--- src/rtl/booth_mul_pkg.sv ---
`default_nettype none
// ============================================================================
// Module      : booth_mul_pkg
// Description : Shared types and constants for the radix-2 Booth multiplier.
//               WIDTH : operand width (default 32)
//               AW    : accumulator / adder width
//               N     : number of Booth iterations
//               Macro BOOTH_MUL_UNSIGNED_EN widens AW and N by one so that
//               operands can be zero- or sign-extended to WIDTH+1 bits.
// Revision    : 1.0 - initial release
// ============================================================================
package booth_mul_pkg;

  localparam int WIDTH = 32;

`ifdef BOOTH_MUL_UNSIGNED_EN
  localparam int AW = WIDTH + 2;
  localparam int N  = WIDTH + 1;
`else
  localparam int AW = WIDTH + 1;
  localparam int N  = WIDTH;
`endif

  typedef enum logic [1:0] {
    IDLE = 2'd0,
    CALC = 2'd1,
    DONE = 2'd2
  } state_t;

  // Booth decode of {Q[0], q_1}
  localparam logic [1:0] PASS = 2'b00;
  localparam logic [1:0] ADD  = 2'b01;
  localparam logic [1:0] SUB  = 2'b10;

  function automatic logic [1:0] booth_decode(input logic q0, input logic q_1);
    case ({q0, q_1})
      2'b01:   return ADD;
      2'b10:   return SUB;
      default: return PASS;
    endcase
  endfunction

endpackage
`default_nettype wire

--- src/rtl/booth_mul32_if.sv ---
`default_nettype none
// ============================================================================
// Module      : booth_mul32_if
// Description : Operand / product handshake bundle for booth_mul32.
//               master : producer/consumer side (drives in_valid, a, b,
//                        out_ready, and is_signed when BOOTH_MUL_UNSIGNED_EN)
//               slave  : multiplier side (drives in_ready, out_valid, product)
// Revision    : 1.0 - initial release
// ============================================================================
interface booth_mul32_if #(
  parameter int WIDTH = booth_mul_pkg::WIDTH
);
  logic               in_valid;
  logic               in_ready;
  logic [WIDTH-1:0]   a;
  logic [WIDTH-1:0]   b;
  logic               out_valid;
  logic               out_ready;
  logic [2*WIDTH-1:0] product;
`ifdef BOOTH_MUL_UNSIGNED_EN
  logic               is_signed;

  modport master (output in_valid, a, b, is_signed, out_ready,
                  input  in_ready, out_valid, product);
  modport slave  (input  in_valid, a, b, is_signed, out_ready,
                  output in_ready, out_valid, product);
`else
  modport master (output in_valid, a, b, out_ready,
                  input  in_ready, out_valid, product);
  modport slave  (input  in_valid, a, b, out_ready,
                  output in_ready, out_valid, product);
`endif
endinterface
`default_nettype wire

--- src/rtl/adder_cla_n.sv ---
`default_nettype none
// ============================================================================
// Module      : adder_cla_n
// Description : W-bit adder with carry-in built from 4-bit carry-lookahead
//               groups, rippling group carries.
//               x, y : addends      cin  : carry in
//               sum  : W-bit sum    cout : carry out of bit W-1
// Revision    : 1.0 - initial release
// ============================================================================
module adder_cla_n #(
  parameter int W = 33
) (
  input  logic [W-1:0] x,
  input  logic [W-1:0] y,
  input  logic         cin,
  output logic [W-1:0] sum,
  output logic         cout
);

  localparam int NG = (W + 3) / 4;
  localparam int WP = NG * 4;

  logic [WP-1:0] w_x_pad;
  logic [WP-1:0] w_y_pad;
  logic [WP-1:0] w_p;
  logic [WP-1:0] w_g;
  logic [NG:0]   w_gc;

  // Pad bits are forced to propagate (p=1, g=0) so the top group's carry-out
  // equals the true carry out of bit W-1.
  generate
    if (WP > W) begin : g_pad
      assign w_x_pad = {{(WP-W){1'b1}}, x};
      assign w_y_pad = {{(WP-W){1'b0}}, y};
    end else begin : g_nopad
      assign w_x_pad = x;
      assign w_y_pad = y;
    end
  endgenerate

  assign w_p     = w_x_pad ^ w_y_pad;
  assign w_g     = w_x_pad & w_y_pad;
  assign w_gc[0] = cin;
  assign cout    = w_gc[NG];

  // Carry into bit j of a group, expanded into sum-of-products by synthesis.
  function automatic logic carry_in(input logic [3:0] p, input logic [3:0] g,
                                    input logic c, input int j);
    logic r;
    r = c;
    for (int k = 0; k < j; k++) r = g[k] | (p[k] & r);
    return r;
  endfunction

  generate
    for (genvar gi = 0; gi < NG; gi++) begin : g_grp
      localparam int B = gi * 4;
      logic [3:0] w_gp;
      logic [3:0] w_gg;
      logic       w_grp_p;
      logic       w_grp_g;

      assign w_gp    = w_p[B +: 4];
      assign w_gg    = w_g[B +: 4];
      assign w_grp_p = &w_gp;
      assign w_grp_g = w_gg[3]
                     | (w_gp[3] & w_gg[2])
                     | (w_gp[3] & w_gp[2] & w_gg[1])
                     | (w_gp[3] & w_gp[2] & w_gp[1] & w_gg[0]);
      assign w_gc[gi+1] = w_grp_g | (w_grp_p & w_gc[gi]);

      for (genvar j = 0; j < 4; j++) begin : g_bit
        if (B + j < W) begin : g_sum
          assign sum[B+j] = w_gp[j] ^ carry_in(w_gp, w_gg, w_gc[gi], j);
        end
      end
    end
  endgenerate

endmodule
`default_nettype wire

--- src/rtl/booth_mul32.sv ---
`default_nettype none
// ============================================================================
// Module      : booth_mul32
// Description : Multi-cycle radix-2 Booth multiplier, one iteration per clock.
//               clk, rst_n : clock, asynchronous active-low reset
//               bus        : booth_mul32_if.slave (in_valid/in_ready, a, b,
//                            out_valid/out_ready, product; is_signed when
//                            BOOTH_MUL_UNSIGNED_EN is defined)
//               Latency N cycles from acceptance to out_valid.
// Revision    : 1.0 - initial release
// ============================================================================
module booth_mul32
  import booth_mul_pkg::*;
(
  input  logic         clk,
  input  logic         rst_n,
  booth_mul32_if.slave bus
);

  localparam int QW = N;
  localparam int CW = $clog2(N + 1);

  state_t         r_state;
  state_t         w_state_nxt;
  logic [AW-1:0]  r_a;
  logic [AW-1:0]  r_m;
  logic [QW-1:0]  r_q;
  logic           r_q1;
  logic [CW-1:0]  r_cnt;

  logic [AW-1:0]  w_m_load;
  logic [QW-1:0]  w_q_load;
  logic [1:0]     w_op;
  logic           w_sub;
  logic [AW-1:0]  w_add_y;
  logic [AW-1:0]  w_sum;
  logic [AW-1:0]  w_a_nxt;
  logic           w_accept;
  logic           w_cout_unused;

`ifdef BOOTH_MUL_UNSIGNED_EN
  logic w_a_top;
  logic w_b_top;
  assign w_a_top  = bus.is_signed & bus.a[WIDTH-1];
  assign w_b_top  = bus.is_signed & bus.b[WIDTH-1];
  assign w_m_load = {w_a_top, w_a_top, bus.a};
  assign w_q_load = {w_b_top, bus.b};
`else
  assign w_m_load = {bus.a[WIDTH-1], bus.a};
  assign w_q_load = bus.b;
`endif

  assign w_accept = (r_state == IDLE) && bus.in_valid;

  // Datapath: subtraction is A + ~M + 1 through the adder's carry-in.
  assign w_op    = booth_decode(r_q[0], r_q1);
  assign w_sub   = (w_op == SUB);
  assign w_add_y = w_sub ? ~r_m : r_m;

  adder_cla_n #(.W(AW)) u_adder (
    .x    (r_a),
    .y    (w_add_y),
    .cin  (w_sub),
    .sum  (w_sum),
    .cout (w_cout_unused)
  );

  assign w_a_nxt = (w_op == PASS) ? r_a : w_sum;

  // Low 2*WIDTH bits of {A, Q}
  assign bus.product = {r_a[2*WIDTH-QW-1:0], r_q};

  always_ff @(posedge clk or negedge rst_n) begin
    if (!rst_n) r_state <= IDLE;
    else        r_state <= w_state_nxt;
  end

  always_comb begin
    w_state_nxt   = r_state;
    bus.in_ready  = 1'b0;
    bus.out_valid = 1'b0;
    case (r_state)
      IDLE: begin
        bus.in_ready = 1'b1;
        if (bus.in_valid) w_state_nxt = CALC;
      end
      CALC: begin
        if (r_cnt == CW'(1)) w_state_nxt = DONE;
      end
      DONE: begin
        bus.out_valid = 1'b1;
        if (bus.out_ready) w_state_nxt = IDLE;
      end
      default: w_state_nxt = IDLE;
    endcase
  end

  always_ff @(posedge clk or negedge rst_n) begin
    if (!rst_n) begin
      r_a   <= '0;
      r_m   <= '0;
      r_q   <= '0;
      r_q1  <= 1'b0;
      r_cnt <= '0;
    end else if (w_accept) begin
      r_a   <= '0;
      r_m   <= w_m_load;
      r_q   <= w_q_load;
      r_q1  <= 1'b0;
      r_cnt <= CW'(N);
    end else if (r_state == CALC) begin
      // Arithmetic right shift of {A, Q, q_1}
      r_a   <= {w_a_nxt[AW-1], w_a_nxt[AW-1:1]};
      r_q   <= {w_a_nxt[0], r_q[QW-1:1]};
      r_q1  <= r_q[0];
      r_cnt <= r_cnt - CW'(1);
    end
  end

endmodule
`default_nettype wire

--- src/flat_wrapper.sv ---
// flat-port wrapper written by rule: the top's interface ports become plain ports
module booth_mul32_flat import booth_mul_pkg::*;
  (clk, rst_n, bus_in_valid, bus_a, bus_b, bus_out_ready, bus_in_ready, bus_out_valid, bus_product);
  booth_mul32_if bus_i ();
  input  logic clk;
  input  logic rst_n;
  input wire logic [$bits(bus_i.in_valid)-1:0] bus_in_valid;
  input wire logic [$bits(bus_i.a)-1:0] bus_a;
  input wire logic [$bits(bus_i.b)-1:0] bus_b;
  input wire logic [$bits(bus_i.out_ready)-1:0] bus_out_ready;
  output wire logic [$bits(bus_i.in_ready)-1:0] bus_in_ready;
  output wire logic [$bits(bus_i.out_valid)-1:0] bus_out_valid;
  output wire logic [$bits(bus_i.product)-1:0] bus_product;
  assign bus_i.in_valid = bus_in_valid;
  assign bus_i.a = bus_a;
  assign bus_i.b = bus_b;
  assign bus_i.out_ready = bus_out_ready;
  assign bus_in_ready = bus_i.in_ready;
  assign bus_out_valid = bus_i.out_valid;
  assign bus_product = bus_i.product;
  booth_mul32 u_core (.clk(clk), .rst_n(rst_n), .bus(bus_i));
endmodule
--- config.mk ---
export PLATFORM = sky130hd
export DESIGN_NAME = booth_mul32_flat
export DESIGN_NICKNAME = d
export VERILOG_FILES = /design/src/rtl/booth_mul_pkg.sv /design/src/rtl/booth_mul32_if.sv /design/src/rtl/adder_cla_n.sv /design/src/rtl/booth_mul32.sv /design/src/flat_wrapper.sv
export SDC_FILE = /design/constraint.sdc
export NUM_CORES = 1
export LEC_CHECK = 0
export CORE_AREA = 4 4 103 130
export DETAILED_ROUTE_END_ITERATION = 8
export DIE_AREA = 0 0 107 134
export GPL_TIMING_DRIVEN = 0
export PLACE_DENSITY_LB_ADDON = 0.15
export SYNTH_ARGS = -nofsm -noshare
export SYNTH_HDL_FRONTEND = slang
export SYNTH_SLANG_ARGS = --single-unit
--- constraint.sdc ---
create_clock -name clk -period 5.36 [get_ports clk]
set_input_delay 1.072 -clock clk [delete_from_list [all_inputs] [get_ports clk]]
set_output_delay 1.072 -clock clk [all_outputs]
set_load 0.05 [all_outputs]
; Word-level counts from Yosys, hierarchy flattened
; Index checks and enable logic that the tools add are counted.
[classes]
addsub = 1
n_eq_ne = 9
mux = 17
bitwise_logic = 164
n_reduce_logical = 13
[ops]
columns = op, n
row1 = $mux W33, 4
row2 = $and A1 B1 Y1, 72
row3 = $mux W32, 2
row4 = $or A1 B1 Y1, 56
row5 = $not A33 Y33, 1
row6 = $xor A1 B1 Y1, 33
row7 = $xor A33 B33 Y33, 1
row8 = $and A32 B32 Y32, 1
row9 = $reduce_and A4 Y1, 8
row10 = $mux W6, 2
row11 = $eq A2 B2 Y1 const B, 3
row12 = $eq A6 B1 Y1 const B, 1
row13 = $mux W2, 3
row14 = $pmux W2 S3, 1
row15 = $sub A6 B1 Y6 const B, 1
row16 = $eq A2 B1 Y1 const B, 2
row17 = $logic_not A2 Y1, 2
row18 = $mux W1, 4
row19 = $ne A2 B2 Y1 const B, 2
row20 = $pmux W2 S2, 1
row21 = $reduce_and A3 Y1, 1
row22 = $ne A2 B1 Y1 const B, 1
row23 = $reduce_bool A2 Y1, 1
row24 = $logic_and A1 B1 Y1, 1
[word_totals]
register_bits = 106
inputBits = 68
output_inout_bits = 66
wordCells = 210

; Depth between registers and ports, before layout
; Gate-level depths: netlist of run 1.
[logic_depth]
ltp_word = 32
depth_mapped = 20
depth_no_buf = 18

; Modules after synthesis
; Synthesis of run 1 repeated with hierarchy kept, for this count alone.
[unflattened]
cells_unflattened = 644
hier_area_um2 = 6317.3
[modules_own_cells]
columns = module, n_inst, cells_each, area_each_um2, seq_area_each_um2
row1 = booth_mul32, 1, 499, 4834.6, 2627.5
row2 = adder_cla_n, 1, 145, 1482.7, 0.0

; Worst setup path before layout of run 1
; No wires, ideal clock.
[synth_timing]
path_kind = reg-to-reg
from = reg u_core.r_q[0]
to = reg u_core.r_a[18]
setup_time_ps = 133
arrival_time_ps = 4213
t_required_ps = 5227
setup_slack_ps = 1014
path_stages_with_launch = 18
n_path_buf = 2
synth_period_minus_slack_ps = 4346
path_cell_list = dfrtp_1 > ha_1 > clkbuf_1 > buf_2 > xor2_1 > ha_1 > a21oi_1 > nor2b_1 > o31a_1 > nor3_2 > o21ai_0 > fa_1 > fa_1 > fa_1 > xnor2_1 > nor2_1 > a21oi_1 > o21ai_0
[synth_between]
elab_chain_cells = 26
elab_cells_between_ends = 62
classes_between = eq/ne (3) / mux (5) / bitwise (49) / reduce/logical (5)
[synth_rtl]
columns = element, line
row1 = from (decl), booth_mul32.sv:27  ; logic [QW-1:0] r_q;
row2 = from (signal assigned), booth_mul32.sv:108  ; r_q <= w_q_load;
row3 = from (signal assigned), booth_mul32.sv:114  ; r_q <= {w_a_nxt[0], r_q[QW-1:1]};
row4 = $eq A2 B2 Y1 / $eq A2 B1 Y1 (equally long branches), booth_mul_pkg.sv:36  ; case ({q0, q_1})
row5 = $pmux W2 S2 *, booth_mul_pkg.sv:36
row6 = $eq A2 B2 Y1, booth_mul32.sv:57  ; assign w_sub = (w_op == SUB);
row7 = $mux W33, booth_mul32.sv:58  ; assign w_add_y = w_sub ? ~r_m : r_m;
row8 = $xor A33 B33 Y33 / $and A32 B32 Y32 (equally long branches), "adder_cla_n.sv:41, adder_cla_n.sv:42"
row9 = $and A1 B1 Y1 (on tied branches), "adder_cla_n.sv:67, adder_cla_n.sv:68, adder_cla_n.sv:69"
row10 = "$or A1 B1 Y1, or another cell as far along", adder_cla_n.sv:67  ; | (w_gp[3] & w_gg[2])
row11 = $or A1 B1 Y1 / $and A1 B1 Y1 (equally long branches), "adder_cla_n.sv:68, adder_cla_n.sv:69"
row12 = [10 not listed], -
row13 = $and A1 B1 Y1, adder_cla_n.sv:51  ; for (int k = 0; k < j; k++) r = g[k] | (p[k] & r);
row14 = $or A1 B1 Y1, adder_cla_n.sv:51
row15 = $and A1 B1 Y1, adder_cla_n.sv:51
row16 = $or A1 B1 Y1, adder_cla_n.sv:51
row17 = $xor A1 B1 Y1, adder_cla_n.sv:74  ; assign sum[B+j] = w_gp[j] ^ carry_in(w_gp, w_gg, w_gc[gi], j);
row18 = $mux W33 *, booth_mul32.sv:68  ; assign w_a_nxt = (w_op == PASS) ? r_a : w_sum;
row19 = $mux W33 *, booth_mul32.sv:111  ; end else if (r_state == CALC) begin
row20 = $mux W33 *, booth_mul32.sv:105  ; end else if (w_accept) begin
row21 = to (signal assigned), booth_mul32.sv:113  ; r_a <= {w_a_nxt[AW-1], w_a_nxt[AW-1:1]};
row22 = to (decl), booth_mul32.sv:25  ; logic [AW-1:0] r_a;
; Mark *: on every way between the ends. The rest lies on a longest branch, timed or not. The select of a mux whose other input is x is not followed.
; A chain may end at the register's enable or synchronous reset.

; Final worst setup path of run 1
[layout_timing]
from = reg u_core.r_q1
to = reg u_core.r_a[18]
[layout_between]
elab_chain_cells = 26
elab_cells_between_ends = 62
classes_between = eq/ne (3) / mux (5) / bitwise (49) / reduce/logical (5)
[layout_rtl]
columns = element, line
row1 = from (decl), booth_mul32.sv:28  ; logic r_q1;
row2 = from (signal assigned), booth_mul32.sv:115  ; r_q1 <= r_q[0];
row3 = $eq A2 B2 Y1 / $eq A2 B1 Y1 (equally long branches), booth_mul_pkg.sv:36
row4 = $pmux W2 S2 *, booth_mul_pkg.sv:36
row5 = $eq A2 B2 Y1, booth_mul32.sv:57
row6 = $mux W33, booth_mul32.sv:58
row7 = $xor A33 B33 Y33 / $and A32 B32 Y32 (equally long branches), "adder_cla_n.sv:41, adder_cla_n.sv:42"
row8 = $and A1 B1 Y1 (on tied branches), "adder_cla_n.sv:67, adder_cla_n.sv:68, adder_cla_n.sv:69"
row9 = "$or A1 B1 Y1, or another cell as far along", adder_cla_n.sv:67
row10 = $or A1 B1 Y1 / $and A1 B1 Y1 (equally long branches), "adder_cla_n.sv:68, adder_cla_n.sv:69"
row11 = [10 not listed], -
row12 = $and A1 B1 Y1, adder_cla_n.sv:51
row13 = $or A1 B1 Y1, adder_cla_n.sv:51
row14 = $and A1 B1 Y1, adder_cla_n.sv:51
row15 = $or A1 B1 Y1, adder_cla_n.sv:51
row16 = $xor A1 B1 Y1, adder_cla_n.sv:74
row17 = $mux W33 *, booth_mul32.sv:68
row18 = $mux W33 *, booth_mul32.sv:111
row19 = $mux W33 *, booth_mul32.sv:105
; Marked as above.

==> impl_metrics.py, run 1 <==
metrics = {
    "outcome": {
        "run_status": "finished, final reports clean",
    },
    "worst_setup_path": {
        "arrival_ns": 4.86,
        "worst_path_most_repeated_cell": "fa_1",
        "cp-end-kind": "flop",
        "cp_cell_sequence": "inv_1 > ha_1 > clkbuf_1 > buf_2 > xor2_1 > ha_1 > a21oi_1 > nor2b_1 > o31a_1 > nor3_2 > o21ai_0 > fa_1 > fa_1 > fa_1 > xnor2_1 > nor2_1 > a21oi_1 > o21ai_0",
        "cp_slowest_cell": "buf_2",
        "r2r-start": "u_core.r_q1$_DFFE_PN0P_",
        "worstPathRequired_ns": 5.58,
        "critical_path_class": "reg -> reg",
        "cp_max_fo": 10,
        "startpoint_type": "flop",
        "critPathTopFamily": "adder cells",
        "critPathBufInv": 3,
        "max_stage_delay_ns": 0.41,
        "startpoint": "u_core.r_q1$_DFFE_PN0P_",
    },
    "worst_hold_path": {
        "hp-class": "reg -> reg",
        "hold_start": "u_core.r_m[1]$_DFFE_PN0P_",
    },
    "sta": {
        "maxSlewHeadroom_pct": 53.0,
        "finalMaxSlewViolations": 0,
        "period_needed_ns": 4.64,
        "hold_violations": 0,
        "skew_ns": 0.00585,
        "worstMarginPinSlew_ns": 0.704,
        "setup_ws_ns": 0.717,
        "timing.fmax_ghz": 0.215,
        "min_period_over_period_pct": 86.6,
        "final-setup-viol-count": 0,
        "rsz0062_at_grt": "false",
    },
    "global_route": {
        "antenna_found_initial": 0,
        "grt_pass1_vias": 5345,
        "grt.total_usage_pct": 22.1,
        "grt_pass1_wl_um": 25500,
        "grtUsageMet3_pct": 5.73,
        "use_met2_pct": 38.7,
        "grt_overflow": 0,
        "grt_max_degree": 55,
        "busiest_layer": "met2",
        "met1_usage_pct": 26.0,
    },
    "synthesis": {
        "ys_top_cells_by_area": "dfrtp_1, nand2_1, fa_1",
        "synth-seq-cells": 105,
        "netlist_instances": 644,
        "syn_nets": 770,
        "syn_avg_cell_area_um2": 9.47,
        "ys_seq_area_share_pct": 43.1,
        "ys_warn_count": 0,
        "yosysTopAreaCellShare_pct": 43.1,
        "ys.flop_type": "dfrtp_1",
        "synth_top_cell_by_area": "dfrtp_1",
        "syn_area_um2": 6100,
        "synth_cell_types": 40,
        "synthArstFlopShare_pct": 100,
        "synth_edf_count": 0,
    },
    "clock_network": {
        "cts_tree": "built",
        "clockBufferDepth": 2,
        "cts_resized": 0,
        "cts_htree_levels": 3,
        "clock_sinks": 105,
        "cts_buffers": 9,
        "cts_root_buffer": "clkbuf_16",
        "clk_pin_slew_ns": 0.07,
        "ctsHoldBuffers": 0,
        "cts_setup_buffers": 0,
        "clk_latency_ns": 0.35,
    },
    "floorplan": {
        "ios": 134,
        "die_x_um": 107,
        "rows": 45,
        "die_height_um": 134,
        "core_um2": 12000,
        "die-area_um2": 14300,
        "initial_core_util_pct": 50.6,
    },
    "detailed_routing": {
        "post-route-drc-count": 0,
        "vias": 5079,
        "firstDrtPassIters": 4,
        "finalWirelength_um": 15400,
        "final_antenna_net_count": 0,
        "via_per_inst": 5.30,
        "drt_iter0_drc": 187,
        "routedWlPerCell_um": 16.1,
    },
    "flow_run": {
        "maxCapViolations": 0,
    },
    "placed_design": {
        "pre_cts_slack_ns": 0.745,
        "dpl.hpwl_um": 11600,
        "gp_congestion": 0.842,
        "port_buffers": 133,
    },
    "cells_and_area": {
        "area_delta_synth_final_pct": 30.9,
        "nNetsFinal": 915,
        "drive_gt1_share_pct": 4.79,
        "fillers": 1047,
        "antenna_cells": 0,
    },
}
-- cell type report --
class	count	area [um^2]	share of cell area [%]
Clock buffer	12	246	3.09
Clock inverter	4	76.3	0.956
Sequential cell	105	2630	32.9
Buffer	40	171	2.15
Timing Repair Buffer	134	1360	17.0
Multi-Input combinational cell	486	3250	40.7
Inverter	13	48.8	0.611
Tap cell	164	205	2.57
-- per-layer routing --
layer	up-vias	part of all wire, %
li1	2468	-
met1	2455	41
met2	137	51
met3	19	6.6
met4	0	2.0
met5	-	0
-- sequential cells by signal, indices dropped and copies added, names as in the netlist --
| signal | cells |
|---|---|
| u_core.r_m | 32 |
| u_core.r_state | 2 |
| u_core.r_a | 32 |
| u_core.r_q | 32 |
| u_core.r_q1 | 1 |
| u_core.r_cnt | 6 |
-- path summary, 6_finish.rpt --
check / end / cells past startpoint / slack [ns]
max in group asynchronous: u_core.r_cnt[1]$_DFFE_PN0P_ / 2 / 3.89
worst min-delay path: u_core.r_m[1]$_DFFE_PN0P_ / 2 / 0.50
min in group asynchronous: u_core.r_a[21]$_DFFE_PN0P_ / 1 / 0.76
worst max-delay path: u_core.r_a[18]$_DFFE_PN0P_ / 18 / 0.72
worst max register to register: u_core.r_a[18]$_DFFE_PN0P_ / 18 / 0.72
worst min register to register: u_core.r_m[1]$_DFFE_PN0P_ / 2 / 0.50
-- per-stage QoR --
| stage | util, % | instance area (um^2) | std cells | setup TNS [ns] | hold WS [ns] |
|---|---|---|---|---|---|
| 6_report | 66.2 | 7980 | 958 | 0 | 0.497 |
| 5_1_grt | 66.2 | 7980 | 958 | 0 | 0.516 |
| 4_1_cts | 66.2 | 7980 | 958 | 0 | 0.503 |
| 3_5_place_dp | 63.6 | 7660 | 942 | 0 | 0.484 |
| 3_3_place_gp | 63.3 | 7630 | 941 | -81.69 | 0.483 |
| 2_1_floorplan | - | 6100 | 644 | 0 | 0.465 |
-- synth_stat cells (2+ instances only) --
| cell | count |
|---|---|
| nand3_1 | 37 |
| mux2i_1 | 21 |
| ha_1 | 35 |
| buf_2 | 17 |
| nor3_1 | 2 |
| buf_1 | 5 |
| nand2_1 | 169 |
| fa_1 | 23 |
| o21ai_0 | 41 |
| a22oi_1 | 32 |
| xor2_1 | 32 |
| o21a_1 | 2 |
| dfrtp_1 | 105 |
| clkbuf_1 | 18 |
| o31ai_1 | 2 |
| nor2b_1 | 4 |
| a21oi_1 | 24 |
| a21o_1 | 4 |
| nor3_2 | 2 |
| a2111oi_0 | 2 |
| o41ai_1 | 2 |
| nor2_1 | 22 |
| xnor2_1 | 10 |
| inv_1 | 13 |
| nand4_1 | 5 |
-- worst register-to-register path, delay by kind of cell (launching register included) --
family | cells | cell delay (ns)
compound gates | 5 | 0.83
xor+xnor | 2 | 0.44
fa+ha+maj | 5 | 1.64
buf+inv | 3 | 0.74
flops | 1 | 0.37
simple gates | 3 | 0.48
-- placed cells by master, fill, tap and decap left out, types with 20 or more instances in the layout --
master	count
xor2_1	32
o21ai_0	41
clkbuf_1	20
dfrtp_1	105
clkdlybuf4s50_1	132
mux2i_1	21
a21oi_1	24
nand3_1	37
nand2_1	169
nor2_1	22
fa_1	23
a22oi_1	32
ha_1	35
-- kinds of logic after synthesis --
kind of cell	count (synthesis)	synth area share, %
xor+xnor	42	6.03
mux	22	3.63
fa+ha+maj	58	14.7
compound gates	117	11.9
buf+inv	53	3.61
flops	105	43.1
simple gates	247	16.9
Power of run 1 is left out: the tool's default activity adds up to more than one toggle a clock period on the data nets, which glitch-free logic cannot reach.
==> inputs of run 2 (changes only) <==
Settings changed: CORE_AREA 4 4 103 130 to 4 4 100 125, DIE_AREA 0 0 107 134 to 0 0 104 129.
Clock period 5.36 ns to 5.93 ns, I/O delays scaled along.
==> run 2 against run 1 <==
- via count rose by 1.5%
- global-route usage increased by 1.7 points
- core utilization is 4.7 points higher
- die area shrank 6.4%
- clock skew increased by 0.0029 ns
- hold slack worse by 0.0012 ns
- wire length is 0.11% lower
- sequential share of layout area rose by 0.20 points
- critical path depth is 1 lower
- design area shrank 0.60%
- final cell count is 3.0% lower
- clock-buffer cell count down 2
- highest routed layer unchanged
==> impl_metrics.py, run 2 (synthesis results as in run 1) <==
metrics = {
    "placed_design": {
        "dpl.hpwl_um": 11600,
        "port_buffers": 133,
        "gp_congestion": 0.849,
    },
    "global_route": {
        "grt_pass1_vias": 5533,
        "grt_overflow": 0,
        "grt_max_degree": 56,
        "grt_pass1_wl_um": 26200,
        "grt.total_usage_pct": 23.8,
        "antenna_found_initial": 0,
    },
    "detailed_routing": {
        "drt_iter0_drc": 227,
        "via_per_inst": 5.55,
        "vias": 5153,
        "finalWirelength_um": 15400,
        "routedWlPerCell_um": 16.6,
        "final_antenna_net_count": 0,
        "firstDrtPassIters": 4,
        "post-route-drc-count": 0,
    },
    "worst_setup_path": {
        "startpoint_type": "flop",
        "max_stage_delay_ns": 0.44,
        "cp-end-kind": "flop",
        "cp_max_fo": 10,
        "cp_slowest_cell": "dfrtp_1",
        "critical_path_class": "reg -> reg",
        "arrival_ns": 4.93,
        "worstPathRequired_ns": 6.15,
        "worst_path_most_repeated_cell": "fa_1",
        "cp_cell_sequence": "ha_1 > clkbuf_1 > buf_2 > xor2_1 > ha_1 > a21oi_1 > nor2b_1 > o31a_1 > nor3_2 > o21ai_0 > fa_1 > fa_1 > fa_1 > xnor2_1 > nor2_1 > a21oi_1 > o21ai_0",
    },
    "floorplan": {
        "die_height_um": 129,
        "rows": 43,
        "ios": 134,
        "die_x_um": 104,
        "die-area_um2": 13400,
        "core_um2": 11200,
        "initial_core_util_pct": 54.5,
    },
    "clock_network": {
        "cts_root_buffer": "clkbuf_16",
        "cts_resized": 0,
        "clk_latency_ns": 0.35,
        "clockBufferDepth": 2,
        "ctsHoldBuffers": 0,
        "clk_pin_slew_ns": 0.08,
        "cts_tree": "built",
        "cts_htree_levels": 3,
        "cts_buffers": 9,
        "cts_setup_buffers": 0,
        "clock_sinks": 105,
    },
    "outcome": {
        "run_status": "finished, final reports clean",
    },
    "cells_and_area": {
        "biggestRegsByFlops": "u_core.r_a x32, u_core.r_m x32, u_core.r_q x32",
        "post-route-util_pct": 70.9,
        "drive_gt1_share_pct": 5.04,
        "area_delta_synth_final_pct": 30.1,
        "layout_commonest_cell": "nand2_1",
        "mostFrequentLayoutCells": "nand2_1, clkdlybuf4s50_1, dfrtp_1",
        "antenna_cells": 0,
        "nNetsFinal": 915,
    },
    "sta": {
        "skew_ns": 0.00872,
        "worstMarginPinSlew_ns": 0.684,
        "hold_violations": 0,
        "final-setup-viol-count": 0,
        "rsz0062_at_grt": "false",
        "finalMaxSlewViolations": 0,
        "hold_ws_ns": 0.496,
        "timing.fmax_ghz": 0.212,
        "tns_ns": 0,
        "min_period_over_period_pct": 79.4,
        "maxSlewHeadroom_pct": 54.4,
        "period_needed_ns": 4.71,
    },
    "flow_run": {
        "maxCapViolations": 0,
    },
    "worst_hold_path": {
        "hp-class": "reg -> reg",
    },
}
==> run 2: changes by cell type in the layout (fill, tap and decap cells not counted) <==
cell / before / now
clkinv_4: 1 / 0
clkbuf_1: 20 / 18
bufinv_16: 2 / 1
inv_8: 0 / 1
clkinvlp_4: 1 / 3
inv_6: 0 / 1
==> run 2: worst max-delay path: cells and delay by family (launching register included) <==
family          cells  cell delay [ns]
simple gates        3             0.47
flops               1             0.44
xor+xnor            2             0.44
buf+inv             2             0.69
fa+ha+maj           5             1.70
compound gates      5             0.82
==> run 2: cell type report <==
cell class | count | area (um^2)
fill | 904 | 3260
multi-input combinational | 486 | 3250
sequential | 105 | 2630
timing repair buffer | 134 | 1360
clock buffer | 10 | 239
buffer | 40 | 171
tap | 135 | 169
clock inverter | 6 | 72.6
inverter | 13 | 48.8
==> run 2: final timing paths <==
| kind | from | endpoint | slack (ns) | cells after the start |
|---|---|---|---|---|
| worst max-delay path | u_core.r_q[0]$_DFFE_PN0P_ | u_core.r_a[18]$_DFFE_PN0P_ | 1.22 | 17 |
| worst min-delay path | u_core.r_m[2]$_DFFE_PN0P_ | u_core.r_m[2]$_DFFE_PN0P_ | 0.50 | 2 |
| worst max register to register | u_core.r_q[0]$_DFFE_PN0P_ | u_core.r_a[18]$_DFFE_PN0P_ | 1.22 | 17 |
| worst min register to register | u_core.r_m[2]$_DFFE_PN0P_ | u_core.r_m[2]$_DFFE_PN0P_ | 0.50 | 2 |
| max in group asynchronous | rst_n | u_core.r_cnt[5]$_DFFE_PN0P_ | 4.36 | 2 |
| min in group asynchronous | rst_n | u_core.r_m[20]$_DFFE_PN0P_ | 0.87 | 1 |
==> run 2: routing by layer <==
| layer | GRT usage [%] | vias to the layer above | wire, um |
|---|---|---|---|
| li1 | - | 2476 | - |
| met1 | 27.5 | 2482 | 6230 |
| met2 | 42.7 | 169 | 7810 |
| met3 | 7.18 | 26 | 1090 |
| met4 | 7.59 | 0 | 300 |
| met5 | 0 | - | 0 |
==> run 2: stage by stage <==
stage	setup slack (ns)	cells	area (um^2)
floorplan	1.58	644	6100
global placement	-0.330	912	7600
detailed placement	1.24	913	7620
CTS	1.20	929	7930
global route	0.906	929	7930
finish	1.22	929	7930
Power of run 2 is left out for the same reason.
==> inputs of run 3 (changes only) <==
Settings changed: CORE_AREA 4 4 100 125 to 4 4 108 136, DIE_AREA 0 0 104 129 to 0 0 112 140.
Clock period 5.93 ns to 3.9 ns, I/O delays scaled along.
==> run 3 against run 2 <==
- the run now ends with setup timing left
- register-to-register slack got worse by 1.3 ns
- via count increased by 2.2%
- setup slack got worse by 1.3 ns
- clock-buffer cell count decreased by 1
- global-route usage decreased by 2.1 points
- clock skew about the same
- critical path type unchanged
==> impl_metrics.py, run 3 (synthesis results as in run 1) <==
metrics = {
    "cells_and_area": {
        "drive_gt1_share_pct": 14.1,
        "antenna_cells": 0,
        "biggestRegsByFlops": "u_core.r_a x32, u_core.r_m x32, u_core.r_q x32",
        "layout_commonest_cell": "nand2_1",
        "area_delta_synth_final_pct": 40.9,
        "mostFrequentLayoutCells": "nand2_1, clkdlybuf4s50_1, dfrtp_1",
        "fin_cells": 995,
        "nNetsFinal": 941,
    },
    "sta": {
        "setup_ws_ns": -0.0494,
        "finalMaxSlewViolations": 0,
        "skew_ns": 0.00899,
        "maxSlewHeadroom_pct": 51.9,
        "min_period_over_period_pct": 101,
        "final-setup-viol-count": 2,
        "period_needed_ns": 3.95,
        "rsz0062_at_grt": "true",
        "timing.fmax_ghz": 0.253,
        "hold_violations": 0,
        "worstMarginPinSlew_ns": 0.721,
    },
    "clock_network": {
        "clock_sinks": 105,
        "clockBufferDepth": 2,
        "ctsHoldBuffers": 0,
        "cts_htree_levels": 3,
        "cts_root_buffer": "clkbuf_16",
        "cts_buffers": 9,
        "cts_tree": "built",
        "clk_pin_slew_ns": 0.07,
        "clk_latency_ns": 0.36,
    },
    "detailed_routing": {
        "drt_iter0_drc": 242,
        "firstDrtPassIters": 4,
        "final_antenna_net_count": 0,
        "finalWirelength_um": 16700,
        "post-route-drc-count": 0,
        "via_per_inst": 5.29,
        "routedWlPerCell_um": 16.8,
        "vias": 5267,
    },
    "outcome": {
        "violations": "setup timing",
        "run_status": "finished with violations",
    },
    "global_route": {
        "use_met2_pct": 36.9,
        "busiest_layer": "met2",
        "grt_pass1_wl_um": 27400,
        "grt.total_usage_pct": 21.7,
        "grtUsageMet3_pct": 6.01,
        "met1_usage_pct": 25.8,
        "grt_overflow": 0,
        "grt_max_degree": 68,
        "antenna_found_initial": 0,
        "grt_pass1_vias": 5599,
    },
    "floorplan": {
        "ios": 134,
        "core_um2": 13500,
        "die_height_um": 140,
        "die-area_um2": 15700,
        "die_x_um": 112,
        "initial_core_util_pct": 45.1,
        "rows": 48,
    },
    "flow_run": {
        "maxCapViolations": 0,
    },
    "placed_design": {
        "dpl.hpwl_um": 11900,
        "gp_congestion": 0.867,
        "dp.cells": 953,
        "port_buffers": 133,
    },
    "worst_setup_path": {
        "startpoint_type": "flop",
        "cp-end-kind": "flop",
        "r2r-start": "u_core.r_q[0]$_DFFE_PN0P_",
        "critical_path_class": "reg -> reg",
        "arrival_ns": 4.17,
        "cp_max_fo": 8,
        "startpoint": "u_core.r_q[0]$_DFFE_PN0P_",
        "worstPathRequired_ns": 4.13,
    },
    "worst_hold_path": {
        "hp-class": "in -> async",
    },
}
-- run 3: cell count changes in the layout (fill, tap and decap cells not counted), sizes merged --
cell      previous run  this run
inv                 15        16
bufbuf               0         1
clkinvlp             3         0
clkbuf              28        27
clkinv               0         4
buf                 24        49
bufinv               1         0
-- run 3: worst max-delay path: stages (launching register included) --
cell       delay (ns)
dfrtp_2          0.43
ha_4             0.23
buf_4            0.15
clkbuf_16        0.16
xor2_4           0.19
ha_1             0.29
nand4_1          0.11
nor2_1           0.14
o31a_1           0.23
nor3_4           0.06
buf_6            0.14
a21oi_4          0.20
a21boi_2         0.09
fa_2             0.35
fa_2             0.35
inv_2            0.07
fa_1             0.40
mux2i_1          0.15
o21ai_1          0.08
-- run 3: area by class of cell --
class,instances,area (um^2)
plain buffers,39,213
inverters,13,48.8
clock inverters,7,53.8
flip-flops and latches,105,2630
fillers,1171,4920
well taps,175,219
clock buffers,9,225
repair buffers,161,1610
multi-input cells,486,3590
-- run 3: final timing paths --
check,end,slack [ns],cells past startpoint
worst min-delay path,u_core.r_m[18]$_DFFE_PN0P_,0.39,1
worst max register to register,u_core.r_a[29]$_DFFE_PN0P_,-0.05,18
min in group clk,u_core.r_m[30]$_DFFE_PN0P_,0.50,2
worst min register to register,u_core.r_m[30]$_DFFE_PN0P_,0.50,2
worst max-delay path,u_core.r_a[29]$_DFFE_PN0P_,-0.05,18
max in group asynchronous,u_core.r_a[29]$_DFFE_PN0P_,2.78,2
-- run 3: layer usage --
metal  routed length, um  vias up
li1                    -     2509
met1                6650     2562
met2                8290      163
met3                1140       33
met4                 620        0
met5                   0        -
-- run 3: stage by stage --
| step | utilization [%] | instance area, um^2 | TNS (ns) | hold WS (ns) | setup slack (ns) |
|---|---|---|---|---|---|
| after global placement | 57.2 | 7730 | -218.58 | 0.483 | -2.47 |
| after detailed placement | 57.4 | 7750 | -2.35 | 0.482 | -0.340 |
| after CTS | 61.5 | 8320 | -0.0195 | 0.408 | -0.0126 |
| final | 63.6 | 8590 | -0.0900 | 0.394 | -0.0494 |
| after global routing | 63.6 | 8590 | -1.05 | 0.438 | -0.193 |
| after floorplan | - | 6180 | 0 | 0.465 | 0.00100 |
-- run 3: what timing repair did --
action                                 4_1_cts  5_1_grt
buffers inserted                            11       14
cloned                                       1        1
endpoints found under the hold margin        0        0
pin swaps                                   16       22
setup endpoints to repair                   11       11
gates resized for setup                     31       30
Power of run 3 is left out for the same reason.
